--- src/rtl/trace_pkg.sv ---
// Shared constants and types for the trace step packer and its downstream step checker.
package trace_pkg;
  localparam int STEP_W = 560;
  localparam int BEAT_W = 16;
  localparam int BEATS  = 35;
  localparam int CNT_W  = 6;
  localparam logic [BEAT_W-1:0] TRACE_HEADER = 16'h5A86;

  // Step field layout: instruction word, ten 32-bit registers, two 72-bit hints.
  localparam int INSTR_LSB = 0;
  localparam int INSTR_W   = 96;
  localparam int REGS_LSB  = 96;
  localparam int REG_W     = 32;
  localparam int NUM_REGS  = 10;
  localparam int HINT0_LSB = 416;
  localparam int HINT1_LSB = 488;
  localparam int HINT_W    = 72;

  typedef enum logic [1:0] {
    HUNT    = 2'd0,
    COLLECT = 2'd1,
    STALL   = 2'd2
  } state_t;
endpackage

--- src/rtl/trace_step_packer_if.sv ---
// Beat input channel and step output channel of the trace step packer.
interface trace_step_packer_if;
  import trace_pkg::*;

  // Both channels: a transfer happens on a rising edge where valid && ready;
  // valid never waits on ready, and a presented payload holds until transferred.
  logic              in_valid;
  logic [BEAT_W-1:0] in_data;
  logic              in_ready;
  logic              step_valid;
  logic [STEP_W-1:0] step;
  logic              step_ready;
  logic              frame_err;
  logic [31:0]       step_count;

  modport master (
    output in_valid, in_data, step_ready,
    input  in_ready, step_valid, step, frame_err, step_count
  );

  modport slave (
    input  in_valid, in_data, step_ready,
    output in_ready, step_valid, step, frame_err, step_count
  );
endinterface

--- src/rtl/step_out_reg.sv ---
// One-entry holding register for completed steps, plus the handed-over step counter.
module step_out_reg
  import trace_pkg::*;
(
  input  logic              clk,
  input  logic              rst_n,
  input  logic              load,
  input  logic [STEP_W-1:0] load_data,
  input  logic              ready,
  output logic              valid,
  output logic [STEP_W-1:0] data,
  output logic [31:0]       count
);
  logic xfer;
  assign xfer = valid && ready;

  // The caller only loads when the register is empty or draining this cycle.
  always_ff @(posedge clk or negedge rst_n) begin
    if (!rst_n) begin
      valid <= 1'b0;
      data  <= '0;
      count <= '0;
    end else begin
      if (load) begin
        valid <= 1'b1;
        data  <= load_data;
      end else if (xfer) begin
        valid <= 1'b0;
      end
      if (xfer) count <= count + 32'd1;
    end
  end
endmodule

--- src/rtl/trace_step_packer.sv ---
// Hunts for a header, packs 35 beats LSB-first into a step, hands it to the output register.
module trace_step_packer
  import trace_pkg::*;
#(
  parameter logic [BEAT_W-1:0] HEADER = TRACE_HEADER
) (
  input  logic                clk,
  input  logic                rst_n,
  trace_step_packer_if.slave  bus,
  output state_t              state
);
  logic [CNT_W-1:0]  cnt;
  logic [STEP_W-1:0] asm_q;
  logic [STEP_W-1:0] asm_next;
  logic [STEP_W-1:0] load_data;
  logic              in_ready_q;
  logic              frame_err_q;
  logic              step_valid;
  logic              accept;
  logic              drain;
  logic              last;
  logic              load;

  assign accept = bus.in_valid && in_ready_q;
  assign drain  = step_valid && bus.step_ready;
  assign last   = (state == COLLECT) && accept && (cnt == CNT_W'(BEATS - 1));

  always_comb begin
    asm_next = asm_q;
    if (state == COLLECT && accept)
      asm_next[int'(cnt)*BEAT_W +: BEAT_W] = bus.in_data;
  end

  // In STALL the last beat is already in asm_q; otherwise include the beat arriving now.
  assign load      = (last && (!step_valid || drain)) || (state == STALL && drain);
  assign load_data = (state == STALL) ? asm_q : asm_next;

  always_ff @(posedge clk or negedge rst_n) begin
    if (!rst_n) begin
      state       <= HUNT;
      cnt         <= '0;
      asm_q       <= '0;
      in_ready_q  <= 1'b1;
      frame_err_q <= 1'b0;
    end else begin
      frame_err_q <= 1'b0;
      asm_q       <= asm_next;
      case (state)
        HUNT: begin
          if (accept) begin
            if (bus.in_data == HEADER) begin
              state <= COLLECT;
              cnt   <= '0;
            end else begin
              frame_err_q <= 1'b1;
            end
          end
        end
        COLLECT: begin
          if (accept) begin
            if (cnt == CNT_W'(BEATS - 1)) begin
              cnt <= '0;
              if (!step_valid || drain) begin
                state <= HUNT;
              end else begin
                state      <= STALL;
                in_ready_q <= 1'b0;
              end
            end else begin
              cnt <= cnt + CNT_W'(1);
            end
          end
        end
        STALL: begin
          if (drain) begin
            state      <= HUNT;
            in_ready_q <= 1'b1;
          end
        end
        default: begin
          state      <= HUNT;
          in_ready_q <= 1'b1;
        end
      endcase
    end
  end

  step_out_reg u_out (
    .clk       (clk),
    .rst_n     (rst_n),
    .load      (load),
    .load_data (load_data),
    .ready     (bus.step_ready),
    .valid     (step_valid),
    .data      (bus.step),
    .count     (bus.step_count)
  );

  assign bus.step_valid = step_valid;
  assign bus.in_ready   = in_ready_q;
  assign bus.frame_err  = frame_err_q;
endmodule

--- src/flat_wrapper.sv ---
// flat-port wrapper written by rule: the top's interface ports become plain ports
module trace_step_packer_flat import trace_pkg::*;
#(
  parameter logic [BEAT_W-1:0] HEADER = TRACE_HEADER
)
  (clk, rst_n, state, bus_in_valid, bus_in_data, bus_step_ready, bus_in_ready, bus_step_valid, bus_step, bus_frame_err, bus_step_count);
  trace_step_packer_if bus_i ();
  input  logic clk;
  input  logic rst_n;
  output state_t state;
  input wire logic [$bits(bus_i.in_valid)-1:0] bus_in_valid;
  input wire logic [$bits(bus_i.in_data)-1:0] bus_in_data;
  input wire logic [$bits(bus_i.step_ready)-1:0] bus_step_ready;
  output wire logic [$bits(bus_i.in_ready)-1:0] bus_in_ready;
  output wire logic [$bits(bus_i.step_valid)-1:0] bus_step_valid;
  output wire logic [$bits(bus_i.step)-1:0] bus_step;
  output wire logic [$bits(bus_i.frame_err)-1:0] bus_frame_err;
  output wire logic [$bits(bus_i.step_count)-1:0] bus_step_count;
  assign bus_i.in_valid = bus_in_valid;
  assign bus_i.in_data = bus_in_data;
  assign bus_i.step_ready = bus_step_ready;
  assign bus_in_ready = bus_i.in_ready;
  assign bus_step_valid = bus_i.step_valid;
  assign bus_step = bus_i.step;
  assign bus_frame_err = bus_i.frame_err;
  assign bus_step_count = bus_i.step_count;
  trace_step_packer #(.HEADER(HEADER)) u_core (.clk(clk), .rst_n(rst_n), .bus(bus_i), .state(state));
endmodule
--- config.mk ---
export PLATFORM = sky130hd
export DESIGN_NAME = trace_step_packer_flat
export DESIGN_NICKNAME = d
export VERILOG_FILES = /design/src/rtl/trace_pkg.sv /design/src/rtl/trace_step_packer_if.sv /design/src/rtl/step_out_reg.sv /design/src/rtl/trace_step_packer.sv /design/src/flat_wrapper.sv
export SDC_FILE = /design/constraint.sdc
export NUM_CORES = 2
export LEC_CHECK = 0
export CAP_MARGIN = 10
export CORE_ASPECT_RATIO = 1.4
export CORE_UTILIZATION = 56
export DETAILED_ROUTE_END_ITERATION = 8
export PLACE_DENSITY = 0.8
export SYNTH_ARGS = -nofsm -noshare
export SYNTH_HDL_FRONTEND = slang
export SYNTH_HIERARCHICAL = 1
export SYNTH_SLANG_ARGS = --single-unit
--- constraint.sdc ---
create_clock -name clk -period 3.8 [get_ports clk]
set_input_delay 0.57 -clock clk [delete_from_list [all_inputs] [get_ports clk]]
set_output_delay 0.57 -clock clk [all_outputs]
set_load 0.05 [all_outputs]
# ---- Yosys cells after proc, flatten, opt, wreduce, memory -nomap -nowiden
# Cells that the tools add are included.
dict set report totals {
  ff_bits 1163
  elab_cells 64
  in_bits 20
}
dict set report op_classes {
  add_sub_neg 3
  bitwise_logic 1
  eq_ne 10
  n_shift 2
  reduce_logical 15
  mux 25
}
# cell count
set op_table {}
lappend op_table {{$mux 560} 2}
lappend op_table {{$bwmux 560} 1}
lappend op_table {{$shift 16x33->560 const A} 1}
lappend op_table {{$shiftx 16x33->560} 1}
lappend op_table {{$neg 10->33} 1}
lappend op_table {{$add 32x1->32 const B} 1}
lappend op_table {{$mux 6} 4}
lappend op_table {{$eq 16x15->1 const B} 1}
lappend op_table {{$mux 2} 6}
lappend op_table {{$pmux 6 s2} 1}
lappend op_table {{$reduce_and 5->1} 2}
lappend op_table {{$mux 1} 9}
lappend op_table {{$ne 2x1->1 const B} 4}
lappend op_table {{$add 6x1->6 const B} 1}
lappend op_table {{$eq 6x6->1 const B} 1}
lappend op_table {{$logic_and 1x1->1} 6}
lappend op_table {{$pmux 2 s3} 1}
lappend op_table {{$ne 2x2->1 const B} 2}
lappend op_table {{$reduce_and 4->1} 1}
lappend op_table {{$reduce_bool 2->1} 2}
lappend op_table {{$pmux 1 s3} 1}
lappend op_table {{$eq 2x1->1 const B} 1}
lappend op_table {{$eq 2x2->1 const B} 1}
lappend op_table {{$logic_not 2->1} 1}
lappend op_table {{3 further kinds} 4}

# ---- Depth between registers and ports, before layout
dict set report depth {
  depth_word 6
  mapped_depth 13
  ltp_nobuf 9
}

# ---- Hierarchy
# Netlist, hierarchy kept.
# module area_each_um2 n_inst cells_per_inst
set by_module_without_submodules {}
lappend by_module_without_submodules {trace_step_packer 28361.0 1 2485}
lappend by_module_without_submodules {step_out_reg 22116.2 1 1317}

# ---- Worst setup path after synthesis
# Ideal clock, no wire load.
dict set report synth_timing {
  path_type {register to register}
  startpoint {register u_core.cnt[2]}
  endpoint {register u_core.u_out.data[234]}
  t_arrival_ns 3.103
  path_buffers 3
  slack_ns 0.572
  stages_incl_launch_ff 13
  setup_time_ns 0.125
  synth_period_minus_slack_ns 3.228
  path_cell_list {dfrtp_1 buf_2 or3_1 nor3_1 ha_1 inv_1 nor2_1 nand3_2 or3_1 clkbuf_1 buf_2 mux2_1 mux2_2}
}
dict set report synth_between {
  elab_chain_cells 5
  word_cells_on_any_way 10
  cone_classes {1 x add/sub; 1 x eq/ne; 2 x shift; 3 x mux; 3 x reduce/logical}
}
# item line
set synth_rtl {}
lappend synth_rtl {{start, declared} trace_step_packer.sv:12} ;# logic [CNT_W-1:0] cnt;
lappend synth_rtl {{start signal, assigned} trace_step_packer.sv:70} ;# cnt <= cnt + CNT_W'(1);
lappend synth_rtl {{$neg 10->33 *} trace_step_packer.sv:31} ;# asm_next[int'(cnt)*BEAT_W +: BEAT_W] = bus.in_data;
lappend synth_rtl {{$shiftx 16x33->560 or $shift 16x33->560 (tied branches)} trace_step_packer.sv:31}
lappend synth_rtl {{$bwmux 560 *} trace_step_packer.sv:31}
lappend synth_rtl {{$mux 560 *} trace_step_packer.sv:30} ;# if (state == COLLECT && accept)
lappend synth_rtl {{$mux 560 *} trace_step_packer.sv:36} ;# assign load_data = (state == STALL) ? asm_q : asm_next;
lappend synth_rtl {{net u_core.load_data[234]} trace_step_packer.sv:15} ;# logic [STEP_W-1:0] load_data;
lappend synth_rtl {{end signal, assigned} step_out_reg.sv:26} ;# data <= load_data;
lappend synth_rtl {{end, declared} step_out_reg.sv:11} ;# output logic [STEP_W-1:0] data,
# The timed path passes the listed nets; every way through them passes the cells marked *.
# A chain may end at the register's enable or synchronous reset.

# ---- Worst setup path in the final report
dict set report layout_timing {
  startpoint {register u_core.cnt[1]}
  endpoint {register u_core.u_out.data[352]}
}
# The elaborated chain is that of the path after synthesis.

==> summary.md <==
| Metric | Value |
|---|---|
| Hold WC Path Type | input pin to asynchronous set/reset pin |
| Routed Antenna Nets | 0 |
| Synthesized flop and latch total | 1163 |
| VDD IR-drop max | 0.4120 mV |
| Top delay family on crit path | simple AND/OR/NAND/NOR gates |
| Worst slew pin tran | 1.210 ns |
| Max Fclk | 0.2836 GHz |
| Req. time, crit path | 4.36 ns |
| Avg Inst Size Synth | 13.28 µm² |
| Final worst-path cycle share | 92.80% |
| Via count | 33470 |
| Max-Cap Viols | 0 |
| Vias in the first global route | 34830 |
| Clk slew on worst S/H paths | 0.06 ns |
| Final setup vio count | 0 |
| Layout Nets | 4416 |
| Number of distinct library cells after synthesis | 64 |
| Synthesized Nets | 3827 |
| Core Region | 0.08877 mm² |
| Largest net degree at the start of global routing | 133 |
| Post-synth EDFFs | 0 |
| WL final | 142.9 mm |
| Final worst slack | 0.2738 ns |
| Layout cells sized above 1 | 35.10% |
| First-pass GRT wire length | 217.0 mm |
| Ys flop type | dfrtp_1 |
| DP Area | 0.05887 mm² |
| Initial core utilization | 56.86% |
| GP Congestion | 0.9287 |
| Max incr delay on CP | 0.48 ns |
| Syn Std Cell Area | 0.05048 mm² |
| TritonCTS clock tree | built |
| Min Clock Period, post-route | 3.526 ns |
| Routed wire per std cell | 25.25 µm |
| DIE AREA | 0.09136 mm² |
| Worst skew pair latency | 0.70 ns |
| Clock Sinks | 1163 |
| Initial antenna violation count | 5 |
| P&R area growth vs syn | 24.07% |
| Share of flip-flops with an asynchronous set or reset | 100.0% |
| Status | finished, final reports clean |
| Mapped Cells | 3802 |
| Clk root buf | clkbuf_16 |
| CP max stage cell | o2111ai_2 |
| Crit path max fanout | 32 |
| H-tree depth | 3 |
| Skew final | 0.03875 ns |
| FP Rows | 129 |
| CP Launch Type | flip-flop |
| P per Cell Area | 384.5 mW/mm² |
| Clock buffer depth | 3 |
| Buf/Inv on CP | 3 |
| TNS Setup | 0 ns |
| Max transition margin | 19.27% |
| N_diodes | 0 |
| Crit end category | flip-flop |
| Worst hold margin | 0.4360 ns |
| TritonCTS buffer count | 109 |
| R2R Setup Slk | 0.27 ns |
| Initial DRC count | 2271 |
| Endpoints failing hold | 0 |
| I/O pins | 617 |
| RSZ-0062 raised after global routing | no |
| Worst-path cell chain | buf_4 -> or3_1 -> nor3_1 -> ha_1 -> inv_1 -> nor3_1 -> o2111ai_2 -> nor2_2 -> buf_12 -> mux2_2 -> mux2_2 |
| Register area share after synthesis | 57.66% |
| Total power | 24080 µW |
| DP Worst Slack | 0.1821 ns |
| Fin area | 0.06263 mm² |
| CP Class | flip-flop to flip-flop |
| Vias per Instance | 5.914 |
| Synth warnings | 6 |
| Slew Viols, Final | 0 |
| Chip width | 255.7 µm |
| HPWL Detailed | 100.0 mm |
| WP data arrival | 4.08 ns |
| GRT Total Usage | 31.38% |
| DRT Pass-1 Iters | 6 |
| Cell leakage power | 0.02984 µW |
| GRT overflow | 0 |
| DIE HEIGHT | 357.2 µm |
| DRC Markers | 0 |
| I/O Buffers | 616 |
[flip-flops by register name (all words and copies together) (netlist names)]
signal                flops
u_core/u_out/count       32
u_core/cnt                6
u_core/u_out/data       560
u_core/u_out/valid        1
u_core/bus.in_ready       1
u_core/state              2
u_core/asm_q            560
u_core/bus.frame_err      1
[kinds of logic (layout without fill, tap and decap cells)]
logic type,count (synthesis),after routing,synth area share (%)
flops,1163,1163,57.66
fa+ha+maj,5,5,0.1239
buf+inv,331,1010,2.761
mux,1207,1207,26.91
simple gates,446,446,4.338
compound gates,615,615,7.605
xor+xnor,35,35,0.6073
[power breakdown]
group,total (µW),switching [µW],internal [µW]
registers,12400,1.19,12400
clock network,11300,4780,6510
logic,404,334,69.6
total,24100,5110,19000
[cells in the final DEF (no fill, tap or decap), drive strengths merged, types with 29 or more instances in the layout]
| cell type | count |
|---|---|
| o31ai | 183 |
| clkinv | 29 |
| nor2 | 81 |
| and2 | 37 |
| nand2 | 209 |
| buf | 175 |
| clkbuf | 154 |
| a21o | 45 |
| clkdlybuf4s50 | 615 |
| nor3 | 30 |
| mux2 | 1199 |
| dfrtp | 1162 |
| o21ai | 350 |
[cell type report]
type / instances / area [µm²]
flip-flops and latches: 1163 / 29110
repair buffers: 791 / 7988
inverters: 18 / 67.56
fillers: 6065 / 26150
well taps: 1179 / 1475
clock inverters: 47 / 616.8
multi-input cells: 2308 / 20280
clock buffers: 154 / 3098
[worst paths after layout]
kind,from,endpoint,cells past startpoint
worst max-delay path,u_core/cnt[1],u_core/u_out/data[352],11
min in group clk,u_core/asm_q[95],u_core/asm_q[95],2
max in group asynchronous,rst_n,u_core/asm_q[134],3
worst min-delay path,rst_n,u_core/u_out/data[472],2
worst min register to register,u_core/asm_q[95],u_core/asm_q[95],2
worst max register to register,u_core/cnt[1],u_core/u_out/data[352],11
[synthesized netlist by cell type, drive strengths merged, types with 2 or more instances]
master,count,area [µm²]
a2111oi,3,70.06
a21o,45,337.8
a21oi,6,33.78
a31oi,2,12.51
and2,37,231.5
and3,3,18.77
and4,4,35.03
buf,121,604.3
clkbuf,192,721.9
dfrtp,1162,29080
ha,5,62.56
inv,17,63.81
mux2,1199,13500
mux2i,8,80.08
nand2,209,787.0
nand2b,7,43.79
nand3,17,90.09
nand4,17,140.1
nand4b,2,23.77
nor2,81,319.1
nor2b,3,18.77
nor3,30,206.5
nor4,23,158.9
o2111ai,11,115.1
o21ai,350,1755
o31ai,183,1374
o41ai,9,78.83
or2,2,12.51
or3,5,31.28
or4,2,18.77
or4bb,2,22.52
xnor2,19,166.4
xor2,16,140.1
[through the flow]
step	std cells	util (%)
2_1_floorplan	3802	-
3_3_place_gp	5453	66.31
5_1_grt	5660	70.55
3_5_place_dp	5453	66.31
6_report	5660	70.55
4_1_cts	5655	70.51
[routing by layer]
layer | part of all wire (%) | vias up | global-route usage [%]
li1 | - | 14800 | -
met1 | 39 | 17270 | 38.39
met2 | 49 | 1135 | 51.78
met3 | 7.8 | 271 | 8.744
met4 | 4.9 | 4 | 14.69
met5 | 0.020 | - | 0
[repair_timing]
item | in CTS | in global routing
buffers inserted | 0 | 5
hold buffers | 1 | 0
setup endpoints to repair | 0 | 16
hold endpoints to repair | 46 | 0
gates resized for setup | 0 | 0
[worst register-to-register path, delay by kind of cell, from the launching register on]
family	cells	cell delay [ns]
multiplexers	2	0.64
buffers and inverters	3	0.54
adder cells (fa/ha/maj)	1	0.19
AO/OA/AOI/OAI	1	0.48
AND/OR/NAND/NOR	4	1.18
flip-flops	1	0.38
No activity file was read; power rests on OpenSTA's default activity.
